===== config.mk =====
export PLATFORM = sky130hd
export DESIGN_NAME = keypad_entry_ctrl
export DESIGN_NICKNAME = d
export VERILOG_FILES = /design/src/rtl/keypad_pkg.sv /design/src/rtl/keypad_debounce.sv /design/src/rtl/keypad_entry_ctrl.sv
export SDC_FILE = /design/constraint.sdc
export NUM_CORES = 1
export LEC_CHECK = 0
export BUFFER_PORTS_ARGS = -buffer_cell sky130_fd_sc_hd__buf_2
export CAP_MARGIN = 30
export CORE_MARGIN = 1
export CORE_UTILIZATION = 60
export DETAILED_ROUTE_END_ITERATION = 10
export PLACE_DENSITY_LB_ADDON = 0.08
export REMOVE_ABC_BUFFERS = 1
export SLEW_MARGIN = 30
export SYNTH_ARGS = -nofsm -noshare
export SYNTH_HDL_FRONTEND = slang
export SYNTH_HIERARCHICAL = 1
export SYNTH_SLANG_ARGS = --single-unit

===== constraint.sdc =====
create_clock -name clock -period 4.4 [get_ports clock]
set_clock_uncertainty 0.2 [all_clocks]
set_input_delay 0.88 -clock clock [delete_from_list [all_inputs] [get_ports clock]]
set_output_delay 0.88 -clock clock [all_outputs]
set_load 0.05 [all_outputs]

===== src/rtl/keypad_pkg.sv =====
// Shared key-code constants, debounce state type and key classification helpers
// for the keypad entry controller.
package keypad_pkg;

  localparam logic [3:0] KEY_STAR = 4'd10;
  localparam logic [3:0] KEY_HASH = 4'd11;
  localparam logic [3:0] KEY_NONE = 4'd13;

  typedef enum logic [1:0] {
    DEB_IDLE    = 2'd0,
    DEB_PRESS   = 2'd1,
    DEB_HELD    = 2'd2,
    DEB_RELEASE = 2'd3
  } deb_state_e;

  // Codes 12, 14 and 15 are not real keys and behave exactly like KEY_NONE.
  function automatic logic is_no_key(input logic [3:0] code);
    return code > KEY_HASH;
  endfunction

  function automatic logic is_digit(input logic [3:0] code);
    return code <= 4'd9;
  endfunction

endpackage


===== src/rtl/keypad_debounce.sv =====
// Keypad debounce FSM: turns a bouncing scanner code into one event per press.
//
// state       | meaning
// DEB_IDLE    | no key down, waiting for any key code
// DEB_PRESS   | candidate code captured, counting stable cycles
// DEB_HELD    | press accepted, waiting for the first no-key cycle
// DEB_RELEASE | counting stable no-key cycles; a key bounce goes back to HELD
module keypad_debounce
  import keypad_pkg::*;
#(
  parameter int DEBOUNCE_CYCLES = 4
) (
  input  logic       clock,
  input  logic       reset,
  input  logic [3:0] keyCode,
  output logic       keyEvent,
  output logic [3:0] keyLast
);

  localparam int CW = (DEBOUNCE_CYCLES > 1) ? $clog2(DEBOUNCE_CYCLES) : 1;
  localparam logic [CW-1:0] CNT_TC = CW'(DEBOUNCE_CYCLES - 1);

  deb_state_e      state_q, state_d;
  logic [3:0]      code_q, code_d;
  logic [CW-1:0]   cnt_q, cnt_d;
  logic            event_q, event_d;
  logic [3:0]      last_q, last_d;
  logic            no_key;

  assign no_key   = is_no_key(keyCode);
  assign keyEvent = event_q;
  assign keyLast  = last_q;

  // Next-state logic; the counter terminates at DEBOUNCE_CYCLES-1 after the capture cycle.
  always_comb begin
    state_d = state_q;
    code_d  = code_q;
    cnt_d   = cnt_q;
    event_d = 1'b0;
    last_d  = last_q;
    case (state_q)
      DEB_IDLE: begin
        if (!no_key) begin
          state_d = DEB_PRESS;
          code_d  = keyCode;
          cnt_d   = '0;
        end
      end
      DEB_PRESS: begin
        if (no_key) begin
          state_d = DEB_IDLE;
          cnt_d   = '0;
        end else if (keyCode != code_q) begin
          code_d = keyCode;
          cnt_d  = '0;
        end else if (cnt_q == CNT_TC) begin
          state_d = DEB_HELD;
          event_d = 1'b1;
          last_d  = code_q;
          cnt_d   = '0;
        end else begin
          cnt_d = cnt_q + 1'b1;
        end
      end
      DEB_HELD: begin
        if (no_key) begin
          state_d = DEB_RELEASE;
          cnt_d   = '0;
        end
      end
      DEB_RELEASE: begin
        if (!no_key) begin
          state_d = DEB_HELD;
          cnt_d   = '0;
        end else if (cnt_q == CNT_TC) begin
          state_d = DEB_IDLE;
          cnt_d   = '0;
        end else begin
          cnt_d = cnt_q + 1'b1;
        end
      end
      default: begin
        state_d = DEB_IDLE;
        cnt_d   = '0;
      end
    endcase
  end

  // State registers with synchronous reset.
  always_ff @(posedge clock) begin
    if (reset) begin
      state_q <= DEB_IDLE;
      code_q  <= KEY_NONE;
      cnt_q   <= '0;
      event_q <= 1'b0;
      last_q  <= KEY_NONE;
    end else begin
      state_q <= state_d;
      code_q  <= code_d;
      cnt_q   <= cnt_d;
      event_q <= event_d;
      last_q  <= last_d;
    end
  end

endmodule


===== src/rtl/keypad_entry_ctrl.sv =====
// Keypad entry controller: debounced keys build a decimal value, '#' presents it,
// entryAck consumes it. Macro KEYPAD_BACKSPACE_EN makes '*' delete the last digit
// instead of clearing the whole entry. MAX_DIGITS must not exceed 9 so the value
// always fits in 32 bits.
module keypad_entry_ctrl
  import keypad_pkg::*;
#(
  parameter int DEBOUNCE_CYCLES = 4,
  parameter int MAX_DIGITS      = 8
) (
  input  logic        clock,
  input  logic        reset,
  input  logic [3:0]  keyCode,
  input  logic        entryAck,
  output logic [31:0] value,
  output logic [3:0]  digitCount,
  output logic        entryValid,
  output logic        keyEvent,
  output logic [3:0]  keyLast,
  output logic        full
);

  localparam logic [3:0] MAX_CNT = 4'(MAX_DIGITS);

  logic        key_event;
  logic [3:0]  key_last;
  logic [31:0] value_q, value_d;
  logic [3:0]  cnt_q, cnt_d;
  logic        valid_q, valid_d;

  keypad_debounce #(
    .DEBOUNCE_CYCLES(DEBOUNCE_CYCLES)
  ) u_debounce (
    .clock   (clock),
    .reset   (reset),
    .keyCode (keyCode),
    .keyEvent(key_event),
    .keyLast (key_last)
  );

  assign keyEvent   = key_event;
  assign keyLast    = key_last;
  assign value      = value_q;
  assign digitCount = cnt_q;
  assign entryValid = valid_q;
  assign full       = (cnt_q == MAX_CNT);

  // Entry accumulator; an ack on a presented entry overrides a key accepted in the same cycle.
  always_comb begin
    value_d = value_q;
    cnt_d   = cnt_q;
    valid_d = valid_q;
    if (valid_q && entryAck) begin
      value_d = '0;
      cnt_d   = '0;
      valid_d = 1'b0;
    end else if (key_event && !valid_q) begin
      if (is_digit(key_last)) begin
        if (cnt_q < MAX_CNT) begin
          value_d = value_q * 32'd10 + {28'd0, key_last};
          cnt_d   = cnt_q + 4'd1;
        end
      end else if (key_last == KEY_STAR) begin
`ifdef KEYPAD_BACKSPACE_EN
        if (cnt_q != 4'd0) begin
          value_d = value_q / 32'd10;
          cnt_d   = cnt_q - 4'd1;
        end
`else
        value_d = '0;
        cnt_d   = '0;
`endif
      end else if (key_last == KEY_HASH) begin
        if (cnt_q != 4'd0) begin
          valid_d = 1'b1;
        end
      end
    end
  end

  // Entry registers with synchronous reset.
  always_ff @(posedge clock) begin
    if (reset) begin
      value_q <= '0;
      cnt_q   <= '0;
      valid_q <= 1'b0;
    end else begin
      value_q <= value_d;
      cnt_q   <= cnt_d;
      valid_q <= valid_d;
    end
  end

endmodule


== After elaboration in Yosys (flattened, before gate mapping) ==
Index checks and enable logic that the tools add are counted.
Word-level totals
  output and inout bits: 43
  register bits: 50
Cells by class
  reductions and logical operators: 15
  add/subtract/negate cells: 3
  bitwise operators: 5
  order comparisons: 3
  equality and inequality tests: 16
  multiplexer cells: 26
  multiply operators: 1
Operators by type and width (count)
  $mux W32: 3
  $add A32 B4 Y32: 1
  $mul A32 B3 Y31 const B: 1
  $mux W2: 13
  $mux W4: 6
  $pmux W2 S4: 2
  $eq A4 B4 Y1 const B: 3
  $reduce_and A5 Y1: 2
  $pmux W4 S2: 1
  $reduce_and A4 Y1: 2
  $eq A2 B2 Y1 const B: 3
  $ne A2 B1 Y1 const B: 3
  $not A1 Y1: 5
  $add A4 B1 Y4 const B: 1
  $gt A4 B4 Y1 const B: 1
  $le A4 B4 Y1 const B: 1
  $lt A4 B4 Y1 const B: 1
  $ne A2 B2 Y1 const B: 2
  $ne A4 B4 Y1: 1
  $reduce_bool A2 Y1: 2
  $reduce_bool A4 Y1: 1
  $reduce_or A4 Y1: 1
  $ne A3 B1 Y1 const B: 1
  $ne A3 B2 Y1 const B: 1
  10 further kinds: 11

== Longest topological paths before layout ==
Gate-level depths: netlist (run 1).
  depth in word-level cells: 5
  gate-level depth with buffers: 13

== Hierarchy ==
The synthesis (run 1) kept the hierarchy.
By module, submodules not included
  keypad_entry_ctrl: sequential area each 740.7 um2, area an instance 3972.6 um2, instances 1, cells an instance 494
  keypad_debounce: sequential area each 260.2 um2, area an instance 621.8 um2, instances 1, cells an instance 65

== Least setup slack after synthesis (run 1) ==
OpenSTA, ideal clock, no wires.
  kind: reg2reg
  start: register value_q[1] (netlist: value[1])
  end: register value_q[31] (netlist: value[31])
  data required time: 4082 ps
  library setup time: 118 ps
  period minus slack after synthesis: 4150 ps
  stages on the path, launching flop included: 14
  arrival: 3832 ps
  buffers on the path: 0
  path slack: 250 ps
  cell sequence: dfxtp_1 ha_1 ha_1 fa_1 a21oi_1 o211ai_4 a21oi_2 nor2_1 or4_1 a221o_1 nor4_2 nand4b_1 xnor2_1 o21ai_1
Between the ends
  cells in the longest elaborated chain, start to end: 4
Ends and longest elaborated chain
  start: declaration: RTL line keypad_entry_ctrl.sv:27  | logic [31:0] value_q, value_d;
  start signal: assignment: RTL line keypad_entry_ctrl.sv:88  | value_q <= value_d;
  $mul A32 B3 Y31: RTL line keypad_entry_ctrl.sv:60  | value_d = value_q * 32'd10 + {28'd0, key_last};
  $add A32 B4 Y32: RTL line keypad_entry_ctrl.sv:60
  $mux W32: RTL line keypad_entry_ctrl.sv:59  | if (cnt_q < MAX_CNT) begin
  $mux W32: RTL line keypad_entry_ctrl.sv:58  | if (is_digit(key_last)) begin
Every way passes these cells. The select of a mux whose other input is x is not followed.
A chain may end at the register's enable or synchronous reset.

== Worst setup path after layout (run 1) ==
Ends and elaborated chain as after synthesis.

==> flow_metrics.py, run 1 <==
metrics = {
    "clock_network": {
        "cts_resized": 0,
        "clock_sinks": 50,
        "clockRootBuffer": "clkbuf_8",
        "htreeDepth": 2,
        "clk_pin_slew_ns": 0.12,
        "insertion_delay_ns": 0.32,
        "cts_setup_buffers": 0,
        "cts_tree": "built",
        "hold_buffers": 0,
        "cts_buffer_depth": 2,
        "cts_made_buffers": 5,
    },
    "timing": {
        "period_needed_ns": 4.12,
        "relSlewSlack_pct": 41.1,
        "hold_violations": 0,
        "maxSlewViolCount": 0,
        "setup_tns_ns": 0,
        "worst_pin_slew_ns": 0.880,
        "setup_viol": 0,
        "rsz0062_at_grt": "no",
        "min_period_over_period_pct": 93.6,
        "max_freq_mhz": 243,
    },
    "critical_path": {
        "path_buf_inv": 0,
        "reg2reg_depth": 13,
        "worstSetupStartpointType": "register",
        "rr_endpoint": "value[31]$_SDFFE_PP0P_",
        "crit_top_cell": "ha_1",
        "cpPeakStageDelay_ns": 0.50,
        "path_delay_family": "compound AO/OA/AOI/OAI gates",
        "reg2reg_slack_ns": 0.28,
        "cp_cell_sequence": "ha_1 -> ha_1 -> fa_1 -> a21oi_1 -> o211ai_4 -> a21oi_2 -> nor2_1 -> or4_1 -> a221o_1 -> nor4_2 -> nand4b_1 -> xnor2_1 -> o21ai_1",
        "path_max_fanout": 6,
        "setup.worst_path.start": "value[1]$_SDFFE_PP0P_",
        "cp.arrival_ns": 4.13,
        "r2r-start": "value[1]$_SDFFE_PP0P_",
        "crit_path_end_kind": "register",
        "crit_type": "register to register",
        "cp_num_cells": 13,
        "cp.required_ns": 4.41,
        "worst_path_max_delay_cell": "or4_1",
        "crit_end": "value[31]$_SDFFE_PP0P_",
    },
    "synthesis": {
        "syn-cell-area_um2": 4590,
        "synthTopCellsByArea": "dfxtp_1 (22%), ha_1 (17%), xnor2_1 (5.5%), a21oi_1 (4.9%), nand2_1 (4.7%)",
        "yosys.area.top_type_share_pct": 21.8,
        "synth-edff-count": 0,
        "synth_cell_types": 72,
        "ys_seq_area_share_pct": 21.8,
        "yosysTopAreaCell": "dfxtp_1",
        "ys_async_sr_fraction_pct": 0,
        "syn_area_per_cell_um2": 8.22,
        "syn_inst": 559,
        "yosys_warnings": 6,
        "ys.flop_type": "dfxtp_1",
        "ys_ff_latch": 50,
    },
    "final_layout": {
        "final_nets": 668,
        "fill_cells": 627,
        "multi_input_area_um2": 3470,
        "seq_area_um2": 1000,
        "fin_util_pct": 68.3,
        "antenna_cells": 0,
        "synthToLayoutAreaGrowth_pct": 9.04,
        "drive_above_1_share_pct": 14.0,
    },
    "floorplan": {
        "fp.dieW_um": 89.5,
        "num_io_pins": 50,
        "die-area_um2": 8010,
        "rows": 31,
        "fp.dieH_um": 89.5,
        "coreArea_um2": 7330,
        "start_util_pct": 62.7,
    },
    "pwr": {
        "leakage_nw": 2.27,
        "irDropWorstVdd_v": 0.000124,
        "power.density_nw_per_um2": 160,
    },
    "placed_design": {
        "hpwl_um": 8800,
        "gp_congestion": 0.997,
        "port_buffers": 49,
    },
    "global_route": {
        "grt_pass1_vias": 4007,
        "grt.total_usage_pct": 29.4,
        "overflow": 0,
        "grt_pass1_wl_um": 18300,
        "grt_max_degree": 27,
        "antenna_found_initial": 0,
    },
    "route": {
        "firstDrtPassIters": 5,
        "viasPerCell": 6.22,
        "num_vias": 4340,
        "ant_nets": 0,
        "post_drt_wl_per_cell_um": 16.2,
        "drt_wl_total_um": 11300,
        "drcViolationCount": 0,
        "drt_iter0_drc": 235,
    },
    "outcome": {
        "status": "finished, final reports clean",
    },
    "run": {
        "cap_violations": 0,
    },
    "worst_hold_path": {
        "min_path_type": "register to register",
    },
}
==> worst min-delay path by stage <==
stage	startpoint	to	slack, ns	cells after the start
floorplan	u_debounce/code_q[1]$_SDFFE_PP0P_	u_debounce/code_q[1]$_SDFFE_PP0P_	0.28	2
global placement	value[31]$_SDFFE_PP0P_	value[31]$_SDFFE_PP0P_	0.25	2
detailed placement	value[31]$_SDFFE_PP0P_	value[31]$_SDFFE_PP0P_	0.25	2
CTS	value[31]$_SDFFE_PP0P_	value[31]$_SDFFE_PP0P_	0.27	2
global route	value[31]$_SDFFE_PP0P_	value[31]$_SDFFE_PP0P_	0.30	2
finish	value[31]$_SDFFE_PP0P_	value[31]$_SDFFE_PP0P_	0.26	2
==> report_power, final <==
| group | total, mW | internal (mW) | switching (mW) |
|---|---|---|---|
| combinational | 0.0362 | 0.0133 | 0.0229 |
| clock | 0.305 | 0.119 | 0.186 |
| sequential | 0.460 | 0.456 | 0.00437 |
==> cells in the mapped netlist, drive strengths merged, types with 2 or more instances <==
cell type  number
nand2          57
a221o           2
xor2           22
fa              2
o21bai          2
and2            6
buf             5
clkbuf         16
a211oi          4
nor3b           3
a21oi          47
nand4          10
nor2b           2
nand3b          3
dfxtp          50
o21ai          35
or4             4
a22oi          16
nand3          16
o311ai          2
o211ai         11
nor4            5
xnor2          32
and3b           2
nand2b          4
inv            13
a32oi           2
ha             61
a21o            8
a31oi           6
and3            7
nor3           10
nand4b          2
o21a            9
mux2i           7
or2             3
nor2           54
==> kinds of logic after synthesis <==
family          Yosys count  share of synthesized area, %
simple gates            192                          21.5
mux                       7                          1.53
flops                    50                          21.8
buf+inv                  34                          2.89
fa+ha+maj                63                          17.5
xor+xnor                 54                          10.8
compound gates          159                          24.0
==> cell type report <==
type	count	share of cell area (%)
multi-input combinational	475	69.2
sequential	50	20.0
timing repair buffer	53	5.49
tap	99	2.47
clock buffer	5	1.37
inverter	13	0.974
clock inverter	3	0.524
==> cell usage in the layout, fill, tap and decap left out, types with 4 or more instances in the layout <==
cell type	instances
buf_2	49
nand2b_1	4
a21oi_1	45
o21a_1	9
and3_1	7
o21ai_1	7
nand4_1	9
buf_4	4
a22oi_1	16
a31oi_1	6
nor3_1	8
a21o_1	8
o21ai_0	27
mux2i_1	7
o211ai_1	9
nor2_1	54
nand3_1	16
inv_1	13
xor2_1	22
nand2_1	57
and2_1	6
ha_1	61
clkbuf_8	5
xnor2_1	29
dfxtp_1	50
==> per-stage QoR <==
stage | hold slack (ns) | std cells | worst slack, ns | power (mW) | instance area, um^2
after detailed placement | 0.249 | 690 | 0.315 | 0.507 | 4910
after global placement | 0.251 | 690 | 0.403 | 0.506 | 4910
after floorplan | 0.278 | 538 | 0.244 | 0.494 | 4510
after global routing | 0.301 | 698 | 0.00170 | 0.828 | 5010
after CTS | 0.267 | 698 | 0.281 | 0.805 | 5000
final | 0.265 | 698 | 0.281 | 0.802 | 5010
==> state kept, by name, summed over array words and instances (netlist names), named ones only <==
signal,cells
digitCount,4
entryValid,1
u_debounce/cnt_q,2
u_debounce/code_q,4
u_debounce/keyEvent,1
u_debounce/keyLast,4
u_debounce/state_q,1
value,32
==> routing by layer <==
metal,global-route usage [%],vias up,routed length [um]
met5,0,-,0
met4,9.52,0,191
met3,4.34,18,525
met2,49.9,139,5460
met1,38.2,2050,5130
li1,-,2133,-
==> worst register-to-register path: cells and delay by family (launching register included) <==
kind	cells	cell delay (ns)
AOI/OAI and AO/OA	5	1.14
and+or+nand+nor	4	1.08
adders and majority gates	3	0.95
DFF	1	0.45
xor gates and xnor gates	1	0.19
(Power assumes the default switching activity.)
==> run 2, diff against run 1 <==
RECOVER_POWER = 100   (was default)
==> flow_metrics.py, run 2 (same netlist as run 1, synthesis figures left out) <==
metrics = {
    "timing": {
        "whs_ns": 0.267,
        "setup_viol": 0,
        "rsz0062_at_grt": "no",
        "hold_violations": 0,
        "min_period_over_period_pct": 93.5,
        "worst_slack_ns": 0.288,
        "relSlewSlack_pct": 19.9,
        "maxSlewViolCount": 0,
        "setup_tns_ns": 0,
        "period_needed_ns": 4.11,
        "max_freq_mhz": 243,
        "worst_pin_slew_ns": 1.20,
    },
    "route": {
        "firstDrtPassIters": 5,
        "drt_wl_total_um": 11300,
        "post_drt_wl_per_cell_um": 16.1,
        "viasPerCell": 6.22,
        "drt_iter0_drc": 249,
        "drcViolationCount": 0,
        "ant_nets": 0,
        "num_vias": 4345,
    },
    "global_route": {
        "top_usage_layer": "met2",
        "grt_max_degree": 27,
        "grt_pass1_vias": 4007,
        "antenna_found_initial": 0,
        "grt.total_usage_pct": 29.4,
        "overflow": 0,
        "grt_pass1_wl_um": 18300,
        "grt_use_met1_pct": 38.2,
        "use_met3_pct": 4.34,
        "use_met2_pct": 49.9,
    },
    "placed_design": {
        "dp_slack_ns": 0.315,
        "hpwl_um": 8800,
        "gp_congestion": 0.997,
        "place_inst": 690,
        "port_buffers": 49,
    },
    "critical_path": {
        "crit_end": "value[31]$_SDFFE_PP0P_",
        "reg2reg_depth": 13,
        "path_buf_inv": 0,
        "path_delay_family": "compound AO/OA/AOI/OAI gates",
        "cp_num_cells": 13,
        "crit_top_cell": "ha_1",
        "r2r-start": "value[1]$_SDFFE_PP0P_",
        "rr_endpoint": "value[31]$_SDFFE_PP0P_",
        "setup.worst_path.start": "value[1]$_SDFFE_PP0P_",
        "cp_cell_sequence": "ha_1 -> ha_1 -> fa_1 -> a21oi_1 -> o211ai_4 -> a21oi_2 -> nor2_1 -> or4_1 -> a221o_1 -> nor4_2 -> nand4b_1 -> xnor2_1 -> o21ai_1",
        "crit_type": "register to register",
        "cpPeakStageDelay_ns": 0.50,
        "cp.required_ns": 4.41,
        "worst_path_max_delay_cell": "or4_1",
        "crit_path_end_kind": "register",
        "cp.arrival_ns": 4.12,
        "reg2reg_slack_ns": 0.29,
        "path_max_fanout": 6,
        "worstSetupStartpointType": "register",
    },
    "final_layout": {
        "final_cells": 698,
        "fin_util_pct": 67.1,
        "synthToLayoutAreaGrowth_pct": 7.05,
        "fill_cells": 660,
        "multi_input_area_um2": 3430,
        "seq_area_um2": 1000,
        "largest_reg_flops": 32,
        "drive_above_1_share_pct": 5.84,
        "final_cell_mix": "ha_1 (61), nand2_1 (57), nor2_1 (54), dfxtp_1 (50), clkbuf_1 (46)",
        "final_nets": 668,
        "final_common_cell": "ha_1",
        "antenna_cells": 0,
    },
    "floorplan": {
        "fp.dieW_um": 89.5,
        "coreArea_um2": 7330,
        "fp.dieH_um": 89.5,
        "die-area_um2": 8010,
        "rows": 31,
        "start_util_pct": 62.7,
        "num_io_pins": 50,
    },
    "clock_network": {
        "cts_tree": "built",
        "clockRootBuffer": "clkbuf_8",
        "hold_buffers": 0,
        "cts_setup_buffers": 0,
        "insertion_delay_ns": 0.32,
        "clock_sinks": 50,
        "cts_made_buffers": 5,
        "clk_pin_slew_ns": 0.11,
        "cts_buffer_depth": 2,
        "htreeDepth": 2,
    },
    "pwr": {
        "power.density_nw_per_um2": 162,
        "p_sw_share_pct": 26.5,
        "power.share.combinational_pct": 4.0,
        "pwr-share-seq_pct": 57.7,
        "p_clk_share_pct": 38.3,
        "p_switching_mw": 0.211,
        "cell_internal_pwr_mw": 0.587,
        "leakage_nw": 2.07,
        "irDropWorstVdd_v": 0.000124,
    },
    "run": {
        "cap_violations": 0,
    },
    "worst_hold_path": {
        "min_from": "value[31]$_SDFFE_PP0P_",
        "min_path_type": "register to register",
    },
    "outcome": {
        "status": "finished, final reports clean",
    },
}
-- run 2: changes by cell type in the layout (fill, tap and decap cells not counted), sizes merged --
| cell | change |
|---|---|
| buf | -46 |
| clkbuf | +46 |
-- run 2: layout make-up --
type / count / area share, %
multi-input combinational: 475 / 69.8
sequential: 50 / 20.4
timing repair buffer: 53 / 4.38
tap: 99 / 2.52
clock buffer: 5 / 1.40
inverter: 13 / 0.992
clock inverter: 3 / 0.534
-- run 2: metrics by stage --
step	cell area (um^2)	power (mW)
after floorplan	4510	0.494
after global routing	4920	0.823
after CTS	5000	0.805
after detailed placement	4910	0.507
final	4920	0.798
after global placement	4910	0.506
-- run 2: repair_timing --
action | CTS | global route
gates resized for setup | 0 | 1
endpoints found under the hold margin | 0 | 0
setup endpoints to repair | 0 | 2
-- run 2: tightest hold or removal path, stage by stage (launching register included) --
cell	delay (ns)
dfxtp_1	0.34
nand2_1	0.05
o21ai_1	0.05
-- run 2: power groups by stage --
| stage | registers (mW) | logic [mW] | clock network [mW] |
|---|---|---|---|
| global route | 0.461 | 0.0355 | 0.327 |
| detailed placement | 0.471 | 0.0364 | 0 |
| global placement | 0.470 | 0.0351 | 0 |
| CTS | 0.460 | 0.0365 | 0.308 |
| finish | 0.460 | 0.0321 | 0.305 |
| floorplan | 0.470 | 0.0243 | 0 |
-- run 2: worst min path at each step --
stage / end / depth (start not counted)
floorplan: u_debounce/code_q[1]$_SDFFE_PP0P_ / 2
global placement: value[31]$_SDFFE_PP0P_ / 2
detailed placement: value[31]$_SDFFE_PP0P_ / 2
CTS: value[31]$_SDFFE_PP0P_ / 2
global route: value[31]$_SDFFE_PP0P_ / 2
finish: value[31]$_SDFFE_PP0P_ / 2
-- run 2: metal layers --
metal | vias to the layer above | wire length (um)
met4 | 0 | 228
met3 | 21 | 559
li1 | 2133 | -
met5 | - | 0
met2 | 137 | 5380
met1 | 2054 | 5100
